==> config.mk <==
export PLATFORM = sky130hd
export DESIGN_NAME = mastermind_engine
export DESIGN_NICKNAME = d
export VERILOG_FILES = /design/src/rtl/mastermind_pkg.sv /design/src/rtl/mm_grader.sv /design/src/rtl/mastermind_engine.sv
export SDC_FILE = /design/constraint.sdc
export NUM_CORES = 1
export LEC_CHECK = 0
export BUFFER_PORTS_ARGS = -buffer_cell sky130_fd_sc_hd__buf_2
export CAP_MARGIN = 20
export CELL_PAD_IN_SITES_DETAIL_PLACEMENT = 1
export CELL_PAD_IN_SITES_GLOBAL_PLACEMENT = 1
export CORE_ASPECT_RATIO = 0.9
export CORE_MARGIN = 1
export CORE_UTILIZATION = 49
export DETAILED_ROUTE_END_ITERATION = 6
export PLACE_DENSITY = 0.89
export SYNTH_ARGS = -nofsm -noshare
export SYNTH_HDL_FRONTEND = slang
export SYNTH_SLANG_ARGS = --single-unit
==> constraint.sdc <==
create_clock -name clock -period 7.8 [get_ports clock]
set_clock_uncertainty 0.2 [all_clocks]
set_input_delay 0.39 -clock clock [delete_from_list [all_inputs] [get_ports clock]]
set_output_delay 0.39 -clock clock [all_outputs]
set_load 0.01 [all_outputs]
==> src/rtl/mastermind_pkg.sv <==
// Shared types and helpers for the Mastermind game core.
//   game_state_t  : top-level game phases (load, play, grading, won, lost)
//   grade_phase_t : grader sequencing (idle, exact pass, colour pass, done)
//   count_width() : bits needed to hold a count in the range 0..max_value
package mastermind_pkg;

  typedef enum logic [2:0] {
    ST_LOAD,
    ST_PLAY,
    ST_GRADE,
    ST_WON,
    ST_LOST
  } game_state_t;

  typedef enum logic [1:0] {
    GP_IDLE,
    GP_EXACT,
    GP_COLOR,
    GP_DONE
  } grade_phase_t;

  function automatic int count_width(input int max_value);
    return (max_value < 2) ? 1 : $clog2(max_value + 1);
  endfunction

endpackage

==> src/rtl/mm_grader.sv <==
// Iterative guess grader.
// Ports:
//   clock, reset        : system clock, synchronous active-high reset
//   start               : one-cycle request; guess is captured on that edge
//   clear               : zero the reported znarly/zood (game restart)
//   guess, pattern      : packed pegs, peg i at [i*COLOR_BITS +: COLOR_BITS]
//   busy                : high from the edge after start until grade_valid
//   done                : high during the final grading cycle
//   exact_count         : running exact count (final while done is high)
//   znarly, zood        : registered result of the last completed grade
//   grade_valid         : one-cycle pulse when znarly/zood update
// Sequencing: NUM_PEGS cycles of exact matching (one peg per cycle), then
// NUM_COLORS cycles of colour matching (one colour per cycle), then one
// cycle to publish the result.
module mm_grader
  import mastermind_pkg::*;
#(
  parameter int NUM_PEGS   = 4,
  parameter int COLOR_BITS = 3,
  parameter int NUM_COLORS = 6
) (
  input  logic                                clock,
  input  logic                                reset,
  input  logic                                start,
  input  logic                                clear,
  input  logic [NUM_PEGS*COLOR_BITS-1:0]      guess,
  input  logic [NUM_PEGS*COLOR_BITS-1:0]      pattern,
  output logic                                busy,
  output logic                                done,
  output logic [count_width(NUM_PEGS)-1:0]    exact_count,
  output logic [count_width(NUM_PEGS)-1:0]    znarly,
  output logic [count_width(NUM_PEGS)-1:0]    zood,
  output logic                                grade_valid
);

  localparam int CNT_W  = count_width(NUM_PEGS);
  localparam int PIDX_W = $clog2(NUM_PEGS);

  grade_phase_t                   phase;
  grade_phase_t                   phase_next;
  logic [NUM_PEGS*COLOR_BITS-1:0] guess_q;
  logic [PIDX_W-1:0]              peg_idx;
  logic [COLOR_BITS-1:0]          color_idx;
  logic [NUM_PEGS-1:0]            unmatched;
  logic [CNT_W-1:0]               exact_cnt;
  logic [CNT_W-1:0]               partial_cnt;
  logic [COLOR_BITS-1:0]          guess_peg;
  logic [COLOR_BITS-1:0]          pattern_peg;
  logic [CNT_W-1:0]               guess_hits;
  logic [CNT_W-1:0]               pattern_hits;
  logic [CNT_W-1:0]               min_hits;

  assign guess_peg   = guess_q[int'(peg_idx)*COLOR_BITS +: COLOR_BITS];
  assign pattern_peg = pattern[int'(peg_idx)*COLOR_BITS +: COLOR_BITS];

  // Occurrences of the current colour among pegs that missed an exact match,
  // counted separately on the guess and pattern side.
  always_comb begin
    guess_hits   = '0;
    pattern_hits = '0;
    for (int i = 0; i < NUM_PEGS; i++) begin
      if (unmatched[i]) begin
        if (guess_q[i*COLOR_BITS +: COLOR_BITS] == color_idx)
          guess_hits = guess_hits + CNT_W'(1);
        if (pattern[i*COLOR_BITS +: COLOR_BITS] == color_idx)
          pattern_hits = pattern_hits + CNT_W'(1);
      end
    end
    min_hits = (guess_hits < pattern_hits) ? guess_hits : pattern_hits;
  end

  always_comb begin
    phase_next = phase;
    case (phase)
      GP_IDLE:  if (start) phase_next = GP_EXACT;
      GP_EXACT: if (peg_idx == PIDX_W'(NUM_PEGS - 1)) phase_next = GP_COLOR;
      GP_COLOR: if (color_idx == COLOR_BITS'(NUM_COLORS - 1)) phase_next = GP_DONE;
      GP_DONE:  phase_next = GP_IDLE;
      default:  phase_next = GP_IDLE;
    endcase
  end

  // Reset here aborts any grade in flight without publishing a result.
  always_ff @(posedge clock) begin
    if (reset) begin
      phase       <= GP_IDLE;
      guess_q     <= '0;
      peg_idx     <= '0;
      color_idx   <= '0;
      unmatched   <= '0;
      exact_cnt   <= '0;
      partial_cnt <= '0;
      znarly      <= '0;
      zood        <= '0;
      grade_valid <= 1'b0;
    end else begin
      phase       <= phase_next;
      grade_valid <= 1'b0;
      if (clear) begin
        znarly <= '0;
        zood   <= '0;
      end
      case (phase)
        GP_IDLE: begin
          if (start) begin
            guess_q     <= guess;
            peg_idx     <= '0;
            color_idx   <= '0;
            unmatched   <= '0;
            exact_cnt   <= '0;
            partial_cnt <= '0;
          end
        end
        GP_EXACT: begin
          if (guess_peg == pattern_peg)
            exact_cnt <= exact_cnt + CNT_W'(1);
          else
            unmatched[peg_idx] <= 1'b1;
          peg_idx <= peg_idx + PIDX_W'(1);
        end
        GP_COLOR: begin
          partial_cnt <= partial_cnt + min_hits;
          color_idx   <= color_idx + COLOR_BITS'(1);
        end
        GP_DONE: begin
          znarly      <= exact_cnt;
          zood        <= partial_cnt;
          grade_valid <= 1'b1;
        end
        default: ;
      endcase
    end
  end

  assign busy        = (phase != GP_IDLE);
  assign done        = (phase == GP_DONE);
  assign exact_count = exact_cnt;

endmodule

==> src/rtl/mastermind_engine.sv <==
// Mastermind game core: hidden-pattern loading, guess acceptance, round
// counting and win/loss decisions; grading is delegated to mm_grader.
// Ports:
//   clock, reset                 : system clock, synchronous active-high reset
//   start_game                   : begin play from LOAD, restart from WON/LOST
//   load_color, color_to_load,
//   color_location               : write one peg of the hidden pattern in LOAD
//   guess, grade_it              : packed guess and submit strobe (PLAY only)
//   round_number                 : guesses consumed so far
//   znarly, zood, grade_valid    : result of the last graded guess
//   bad_guess                    : pulse for a rejected guess or illegal load
//   loading, busy, won, lost     : status
module mastermind_engine
  import mastermind_pkg::*;
#(
  parameter int NUM_PEGS   = 4,
  parameter int COLOR_BITS = 3,
  parameter int NUM_COLORS = 6,
  parameter int MAX_ROUNDS = 8
) (
  input  logic                                clock,
  input  logic                                reset,
  input  logic                                start_game,
  input  logic                                load_color,
  input  logic [COLOR_BITS-1:0]               color_to_load,
  input  logic [$clog2(NUM_PEGS)-1:0]         color_location,
  input  logic [NUM_PEGS*COLOR_BITS-1:0]      guess,
  input  logic                                grade_it,
  output logic [count_width(MAX_ROUNDS)-1:0]  round_number,
  output logic [count_width(NUM_PEGS)-1:0]    znarly,
  output logic [count_width(NUM_PEGS)-1:0]    zood,
  output logic                                grade_valid,
  output logic                                bad_guess,
  output logic                                loading,
  output logic                                busy,
  output logic                                won,
  output logic                                lost
);

  localparam int CNT_W   = count_width(NUM_PEGS);
  localparam int ROUND_W = count_width(MAX_ROUNDS);

  game_state_t                    state;
  game_state_t                    state_next;
  logic [NUM_PEGS*COLOR_BITS-1:0] pattern;
  logic [NUM_PEGS-1:0]            loaded;
  logic [ROUND_W-1:0]             round_q;
  logic                           bad_q;
  logic                           guess_legal;
  logic                           load_legal;
  logic                           grade_start;
  logic                           restart;
  logic                           grader_busy;
  logic                           grader_done;
  logic [CNT_W-1:0]               grader_exact;

  // A guess is only graded when every peg names a legal colour.
  always_comb begin
    guess_legal = 1'b1;
    for (int i = 0; i < NUM_PEGS; i++) begin
      if (int'(guess[i*COLOR_BITS +: COLOR_BITS]) >= NUM_COLORS)
        guess_legal = 1'b0;
    end
  end

  assign load_legal  = (int'(color_to_load) < NUM_COLORS);
  assign grade_start = (state == ST_PLAY) && grade_it && guess_legal;
  assign restart     = ((state == ST_WON) || (state == ST_LOST)) && start_game;

  // The win/loss decision uses the grader's final exact count during its
  // done cycle, so the game state and the published result change together.
  always_comb begin
    state_next = state;
    case (state)
      ST_LOAD:  if (start_game && (&loaded)) state_next = ST_PLAY;
      ST_PLAY:  if (grade_start) state_next = ST_GRADE;
      ST_GRADE: begin
        if (grader_done) begin
          if (grader_exact == CNT_W'(NUM_PEGS))
            state_next = ST_WON;
          else if (round_q == ROUND_W'(MAX_ROUNDS))
            state_next = ST_LOST;
          else
            state_next = ST_PLAY;
        end
      end
      ST_WON, ST_LOST: if (start_game) state_next = ST_LOAD;
      default: state_next = ST_LOAD;
    endcase
  end

  // Start in LOAD looks at the loaded flags before this cycle's load lands.
  always_ff @(posedge clock) begin
    if (reset) begin
      state   <= ST_LOAD;
      pattern <= '0;
      loaded  <= '0;
      round_q <= '0;
      bad_q   <= 1'b0;
    end else begin
      state <= state_next;
      bad_q <= 1'b0;
      case (state)
        ST_LOAD: begin
          if (load_color) begin
            if (load_legal) begin
              if (int'(color_location) < NUM_PEGS) begin
                pattern[int'(color_location)*COLOR_BITS +: COLOR_BITS] <= color_to_load;
                loaded[color_location] <= 1'b1;
              end
            end else begin
              bad_q <= 1'b1;
            end
          end
          if (start_game && (&loaded))
            round_q <= '0;
        end
        ST_PLAY: begin
          if (grade_it) begin
            if (guess_legal)
              round_q <= round_q + ROUND_W'(1);
            else
              bad_q <= 1'b1;
          end
        end
        ST_WON, ST_LOST: begin
          if (start_game) begin
            loaded  <= '0;
            round_q <= '0;
          end
        end
        default: ;
      endcase
    end
  end

  mm_grader #(
    .NUM_PEGS   (NUM_PEGS),
    .COLOR_BITS (COLOR_BITS),
    .NUM_COLORS (NUM_COLORS)
  ) u_grader (
    .clock       (clock),
    .reset       (reset),
    .start       (grade_start),
    .clear       (restart),
    .guess       (guess),
    .pattern     (pattern),
    .busy        (grader_busy),
    .done        (grader_done),
    .exact_count (grader_exact),
    .znarly      (znarly),
    .zood        (zood),
    .grade_valid (grade_valid)
  );

  assign round_number = round_q;
  assign bad_guess    = bad_q;
  assign busy         = grader_busy;
  assign loading      = (state == ST_LOAD);
  assign won          = (state == ST_WON);
  assign lost         = (state == ST_LOST);

endmodule

==> results of run 1 <==
## metal layers
layer	up-vias	GRT usage	share of wire
met2	59	0.4492	0.50
met3	16	0.06193	0.040
li1	1506	-	-
met5	-	0	0
met4	0	0.06853	0.017
met1	1485	0.3064	0.44
## flip-flops by register name, indices dropped and copies added (netlist names)
signal	count
pattern	12
u_grader.znarly	3
bad_guess	1
round_number	4
u_grader.phase	2
loaded	4
u_grader.color_idx	3
u_grader.guess_q	12
u_grader.unmatched	4
u_grader.grade_valid	1
u_grader.peg_idx	2
u_grader.zood	3
u_grader.exact_count	3
state	3
u_grader.partial_cnt	3
## through the flow
step                      worst slack [ns]  area, um2  instances
after floorplan                      3.372       3642        408
after global placement               3.017       3870        523
after detailed placement             2.759       3870        523
after CTS                            2.717       4028        538
after global routing                 2.288       4028        538
final                                2.732       4028        538
## synth_stat cells (all sizes together) (3+ instances only)
cell type / count / area [um2]
nand2: 37 / 138.9
xor2: 12 / 123.9
xnor2: 29 / 254.0
mux2: 3 / 33.78
nor2b: 5 / 33.78
nand4: 21 / 131.4
nor3: 6 / 30.03
a22o: 12 / 105.1
a22oi: 4 / 30.03
a21oi: 28 / 140.1
and2: 5 / 31.28
o21ai: 10 / 53.80
nor2: 40 / 150.1
ha: 31 / 387.9
nor3b: 4 / 30.03
nand4b: 3 / 26.28
buf: 6 / 40.03
nand3: 7 / 35.03
clkbuf: 9 / 33.78
inv: 20 / 75.07
a21boi: 3 / 22.52
or3: 3 / 18.77
dfxtp: 60 / 1201
mux2i: 18 / 180.2
and4: 4 / 35.03
## logic make-up after synthesis
group | share of synthesized area
DFF | 0.3298
xor gates and xnor gates | 0.1161
and+or+nand+nor | 0.2010
adders and majority gates | 0.1120
muxes | 0.05874
buffers and inverters | 0.04088
AOI/OAI and AO/OA | 0.1415
## layout by cell type (no fill, tap or decap), types with 2 or more instances in the layout
cell type and instances:
clkinv_2 3, a22o_1 12, a21boi_0 3, xor2_1 11, o21ai_0 8, a22oi_1 4
mux2i_1 18, a32oi_1 2, nor2_1 40, buf_2 37, nand4_1 21, or3_1 3
inv_1 20, nor3_1 6, ha_1 31, nand2_1 37, xnor2_1 29, clkinvlp_4 2
dfxtp_1 60, nand2b_1 2, nor3b_1 4, xnor3_1 2, clkbuf_8 9, and2_1 5
a211oi_1 2, nand4b_1 3, a21oi_1 28, nor2b_1 4, mux2_2 3, and4_1 4
nand3_1 7
## worst paths after layout
kind / startpoint / endpoint / slack, ns / depth (start not counted)
worst max-delay path: u_grader.color_idx[1] / u_grader.partial_cnt[2] / 2.73 / 22
worst min register to register: loaded[3] / loaded[3] / 0.27 / 2
worst max register to register: u_grader.color_idx[1] / u_grader.partial_cnt[2] / 2.73 / 22
worst min-delay path: guess[0] / u_grader.guess_q[0] / 0.09 / 3
## worst register-to-register path, cell delays in order (launching register included)
cell and delay, ns:
dfxtp_1 0.74, xnor2_1 0.18, and4_1 0.21, ha_1 0.28
and2_1 0.15, a41o_1 0.25, ha_1 0.28, mux2_2 0.28
ha_1 0.19, inv_1 0.05, nor2_1 0.05, xor2_1 0.18
ha_1 0.29, inv_1 0.05, a21oi_1 0.30, a22oi_1 0.15
ha_1 0.21, fa_1 0.37, xor2_1 0.20, nand2_1 0.07
mux2i_1 0.14, a22oi_1 0.08, nor2_1 0.11
## power by group
group          switching [W]  internal (W)  leakage, nW
logic              0.0000453     0.0000223         1.15
clock network       0.000125      0.000112       0.0779
registers         0.00000425      0.000311        0.484
## cell type report
class | instances | share of cell area
clock buffer | 10 | 0.03169
clock inverter | 5 | 0.007456
inverter | 20 | 0.01864
multi-input combinational | 313 | 0.5691
sequential | 60 | 0.2982
tap | 93 | 0.02889
timing repair buffer | 37 | 0.04598
==> flow_summary_export.csv, run 1 <==
group,metric,value,unit
power,p_leak,1.712,nW
setup_path,critPathMaxFanout,11,
cells_and_area,nFillCells,894,
clock_network,postCtsSetupBuffers,0,
worst_hold_path,hp-class,"in2reg",
routing,drtIter0Drc,124,
synth,yosysWarnings,0,
synth,async_flop_share,0,
timing,relSlewSlack,0.3962,
floorplanning,io_pins,38,
cells_and_area,area_growth,10.58,%
timing,max_freq,197.3,MHz
routing,wl_per_cell,17.28,um
timing,slew_viol_final,0,
floorplanning,core,7112,um2
routing,via_count,3066,
outcome,status,"finished clean",
cells_and_area,nNetsFinal,495,
grt,grt_start_max_net_pins,48,
grt,grt_pass1_vias,3211,
grt,grt-ovfl-total,0,
setup_path,crit_arrival,5.15,ns
floorplanning,die_h,83.79,um
clock_network,numCtsBuffers,9,
routing,vias_per_cell,5.699,
synth,synth-edff-count,0,
floorplanning,num_rows,29,
clock_network,cts_max_level,3,
setup_path,start_kind,"flop",
cells_and_area,fin_util,0.5663,
setup_path,critPathTopFamily,"adder cells",
grt,antenna_found_initial,0,
grt,grt_first_pass_wirelength,15460,um
setup_path,crit_type,"reg2reg",
clock_network,tritoncts,"built",
routing,drtPass1Iterations,5,
synth,synth_seq_area_share,0.3298,
clock_network,clockBufferDepth,2,
routing,drc,0,
setup_path,crit_chain,"xnor2_1, and4_1, ha_1, and2_1, a41o_1, ha_1, mux2_2, ha_1, inv_1, nor2_1, xor2_1, ha_1, inv_1, a21oi_1, a22oi_1, ha_1, fa_1, xor2_1, nand2_1, mux2i_1, a22oi_1, nor2_1",
timing,setup_viol,0,
cells_and_area,drive_gt1_frac,0.1371,
cells_and_area,multiInputGateArea,2292,um2
setup_path,slowest_delay,0.74,ns
clock_network,cts_root_buffer,"clkbuf_8",
clock_network,clk_latency,0.34,ns
timing,fin_crit,5.068,ns
routing,antenna_left,0,
floorplanning,die_w,92.88,um
timing,hold_viol_final,0,
synth,synth_nets,462,
synth,synth-main-ff-cell,"dfxtp_1",
timing,min_period_over_period,0.6498,
timing,rsz0062_at_grt,"false",
placed_design,port_buffers,37,
synth,ys_types,56,
clock_network,clkTransAtPathRegs,0.07,ns
grt,track_usage,0.2548,
setup_path,worst-path-buf-inv,2,
timing,whs,0.09220,ns
floorplanning,initial_core_util,0.5121,
synth,avgSynthCellArea,8.927,um2
setup_path,crit_top_cell,"ha_1",
setup_path,crit_path_end_kind,"flop",
setup_path,cp.required,7.88,ns
clock_network,cts_resized,0,
clock_network,cts_hold_buf,0,
placed_design,routabilityCongestion,0.8176,
routing,wl,9296,um
power,power_density,153.7,nW/um2
clock_network,cts_sinks,60,
power,power,0.0006190,W
synth,synth_area,3642,um2
cells_and_area,regArea,1201,um2
cells_and_area,n_antenna_cell,0,
power,peakVddDrop,0.0001423,V
placed_design,hpwl,6923,um
floorplanning,die_area,7782,um2
flow_run,drv_cap,0,
timing,worst_pin_slew,0.9032,ns
setup_path,crit_path_top_delay_cell,"dfxtp_1",
synth,netlist_instances,408,
timing,finalSetupTns,0,ns
synth,ys_ff_latch,60,
Note: power is estimated with default switching activity, not from simulation.
==> run 2: changes to the inputs <==
Settings changed: ABC_AREA set to 1, CORE_UTILIZATION 49 to 43, PLACE_DENSITY 0.89 to 0.83.
Clock period 7.8 ns to 4.9 ns, I/O delays scaled along.
==> run 2 against run 1 <==
Clock power grew 110%. Area after synthesis grew 5.5%. Synthesized cell count grew 33%. Power grew to 2.5 times the previous value. Global-route usage grew 1.1 points. Fmax grew 15%. First-iteration DRC count shrank 15%. Critical path type unchanged. Critical endpoint unchanged. Largest power group unchanged.
==> flow_summary_export.csv, run 2 <==
group,metric,value,unit
outcome,status,"finished clean",
cells_and_area,drive_gt1_frac,0.1508,
timing,timing.final.ws_setup,0.4910,ns
synth,synth_area,3841,um2
timing,min_period_over_period,0.8998,
synth,synth_nets,597,
synth,synth-main-ff-cell,"dfxtp_1",
synth,ys_ff_latch,60,
floorplanning,core,8608,um2
setup_path,crit_path_end_kind,"flop",
routing,vias_per_cell,5.291,
clock_network,postCtsSetupBuffers,0,
synth,ys_types,41,
synth,synthTopCellsByCount,"117 x nand2_1, 69 x inv_1, 60 x dfxtp_1",
setup_path,critPathMaxFanout,10,
timing,slew_viol_final,0,
clock_network,cts_max_level,3,
timing,whs,0.01982,ns
timing,setup_viol,0,
power,power,0.001571,W
timing,rsz0062_at_grt,"false",
routing,wl_per_cell,16.04,um
routing,drc,0,
routing,via_count,3751,
setup_path,start_kind,"flop",
floorplanning,initial_core_util,0.4462,
clock_network,numCtsBuffers,9,
synth,synth_area_leaders,"dfxtp_1 31%, nand2_1 11%, ha_1 10%, inv_1 6.7%, a21oi_1 6.6%",
setup_path,critPathTopFamily,"adder cells",
grt,antenna_found_initial,0,
timing,finalSetupTns,0,ns
routing,antenna_left,0,
timing,hold_viol_final,0,
floorplanning,die_area,9315,um2
power,swShare,0.3848,
placed_design,hpwl,8705,um
placed_design,port_buffers,37,
synth,netlist_instances,543,
floorplanning,die_w,101.6,um
timing,worst_pin_slew,0.8537,ns
clock_network,cts_sinks,60,
clock_network,clk_latency,0.35,ns
cells_and_area,multiInputGateArea,2278,um2
grt,track_usage,0.2655,
setup_path,worst-path-buf-inv,4,
timing,max_freq,226.8,MHz
flow_run,drv_cap,0,
setup_path,crit_path_top_delay_cell,"dfxtp_2",
power,power_density,359.0,nW/um2
setup_path,slowest_delay,0.49,ns
timing,relSlewSlack,0.4274,
synth,yosysTopAreaCell,"dfxtp_1",
grt,grt-ovfl-total,0,
placed_design,place_ws,0.2749,ns
cells_and_area,regArea,1205,um2
setup_path,crit_top_cell,"nand2_1",
synth,async_flop_share,0,
floorplanning,num_rows,32,
timing,fin_crit,4.409,ns
grt,grt_start_max_net_pins,29,
floorplanning,die_h,91.67,um
routing,drtPass1Iterations,4,
power,combinationalPowerShare,0.318,
grt,grt_pass1_vias,4032,
cells_and_area,final_cell_mix,"117 x nand2_1, 69 x inv_1, 57 x dfxtp_1",
floorplanning,io_pins,38,
cells_and_area,nNetsFinal,639,
grt,grt_first_pass_wirelength,18930,um
synth,synth-edff-count,0,
synth,synth_top_area_frac,0.3127,
clock_network,tritoncts,"built",
power,power_switching,0.0006043,W
cells_and_area,area_growth,13.91,%
clock_network,clockBufferDepth,2,
synth,yosysWarnings,0,
cells_and_area,layout_commonest_cell,"nand2_1",
placed_design,routabilityCongestion,0.8379,
clock_network,cts_root_buffer,"clkbuf_8",
synth,synth_most_common_cell,"nand2_1",
setup_path,crit_type,"reg2reg",
cells_and_area,n_antenna_cell,0,
power,seq_power_share,0.366,
synth,synth_seq_area_share,0.3127,
power,power.internal,0.0009663,W
setup_path,crit_arrival,4.45,ns
cells_and_area,reg_top3,"pattern (12), u_grader.guess_q (12)",
power,p_clk_frac,0.316,
setup_path,cp.required,4.94,ns
synth,avgSynthCellArea,7.074,um2
routing,wl,11370,um
clock_network,clkTransAtPathRegs,0.07,ns
routing,drtIter0Drc,105,
worst_hold_path,hp-class,"in2reg",
power,peakVddDrop,0.0002134,V
power,p_leak,2.036,nW
cells_and_area,nFillCells,1159,
==> run 2: cell types whose count changed after synthesis, sizes merged, moves of 5 or more <==
cell	before	now
a22o	12	0
and2	5	0
nand2	37	124
inv	20	77
o21ai	10	38
a21oi	28	53
nor2b	5	0
xnor2	29	10
mux2i	18	0
nand3	7	37
nor2	40	50
nand4	21	8
==> run 2: tightest hold or removal path: stages <==
cell     delay, ns
buf_2         0.09
o21ai_0       0.08
a21oi_1       0.12
==> run 2: final timing paths <==
check	start	endpoint	slack, ns	depth (start not counted)
worst max-delay path	u_grader.color_idx[2]	u_grader.partial_cnt[2]	0.49	28
worst min-delay path	guess[1]	u_grader.guess_q[1]	0.02	3
worst max register to register	u_grader.color_idx[2]	u_grader.partial_cnt[2]	0.49	28
worst min register to register	loaded[1]	loaded[1]	0.26	2
==> run 2: power groups by stage <==
stage / registers, W / clock network (W) / logic [W]
2_1_floorplan: 0.000569 / 0 / 0.000355
3_3_place_gp: 0.000580 / 0 / 0.000459
6_report: 0.000574 / 0.000497 / 0.000499
5_1_grt: 0.000580 / 0.000527 / 0.000557
4_1_cts: 0.000573 / 0.000504 / 0.000499
3_5_place_dp: 0.000583 / 0 / 0.000485
==> run 2: cell families (layout without fill, tap and decap cells) <==
group | count (synthesis) | count (layout) | synth area share
DFF | 60 | 60 | 0.3127
AOI/OAI and AO/OA | 113 | 113 | 0.1713
buffers and inverters | 89 | 136 | 0.09414
and+or+nand+nor | 229 | 229 | 0.2681
xor gates and xnor gates | 20 | 20 | 0.04756
adders and majority gates | 32 | 32 | 0.1062
==> run 2: metrics by stage <==
stage	cell area, um2	utilization	cells
after global placement	4116	0.4782	689
after detailed placement	4116	0.4782	689
after floorplan	3841	-	543
final	4375	0.5083	709
after CTS	4372	0.5078	709
after global routing	4375	0.5083	709
==> run 2: what timing repair did <==
| item | 4_1_cts | 5_1_grt |
|---|---|---|
| hold buffers | 4 | 0 |
| hold endpoints to repair | 4 | 0 |
| setup endpoints to repair | 0 | 1 |
| gates resized for setup | 0 | 3 |
==> run 2: per-layer routing <==
metal | track usage | routed length (um)
met5 | 0 | 0
met4 | 0.09420 | 242
met2 | 0.4673 | 5569
met3 | 0.05335 | 428
met1 | 0.3159 | 5133
==> run 2: area by class of cell <==
type,count,share of cell area
Tap cell,119,0.03403
Sequential cell,60,0.2754
Timing Repair Buffer,42,0.05319
Clock buffer,9,0.02831
Clock inverter,7,0.02088
Multi-Input combinational cell,394,0.5207
Inverter,78,0.06749
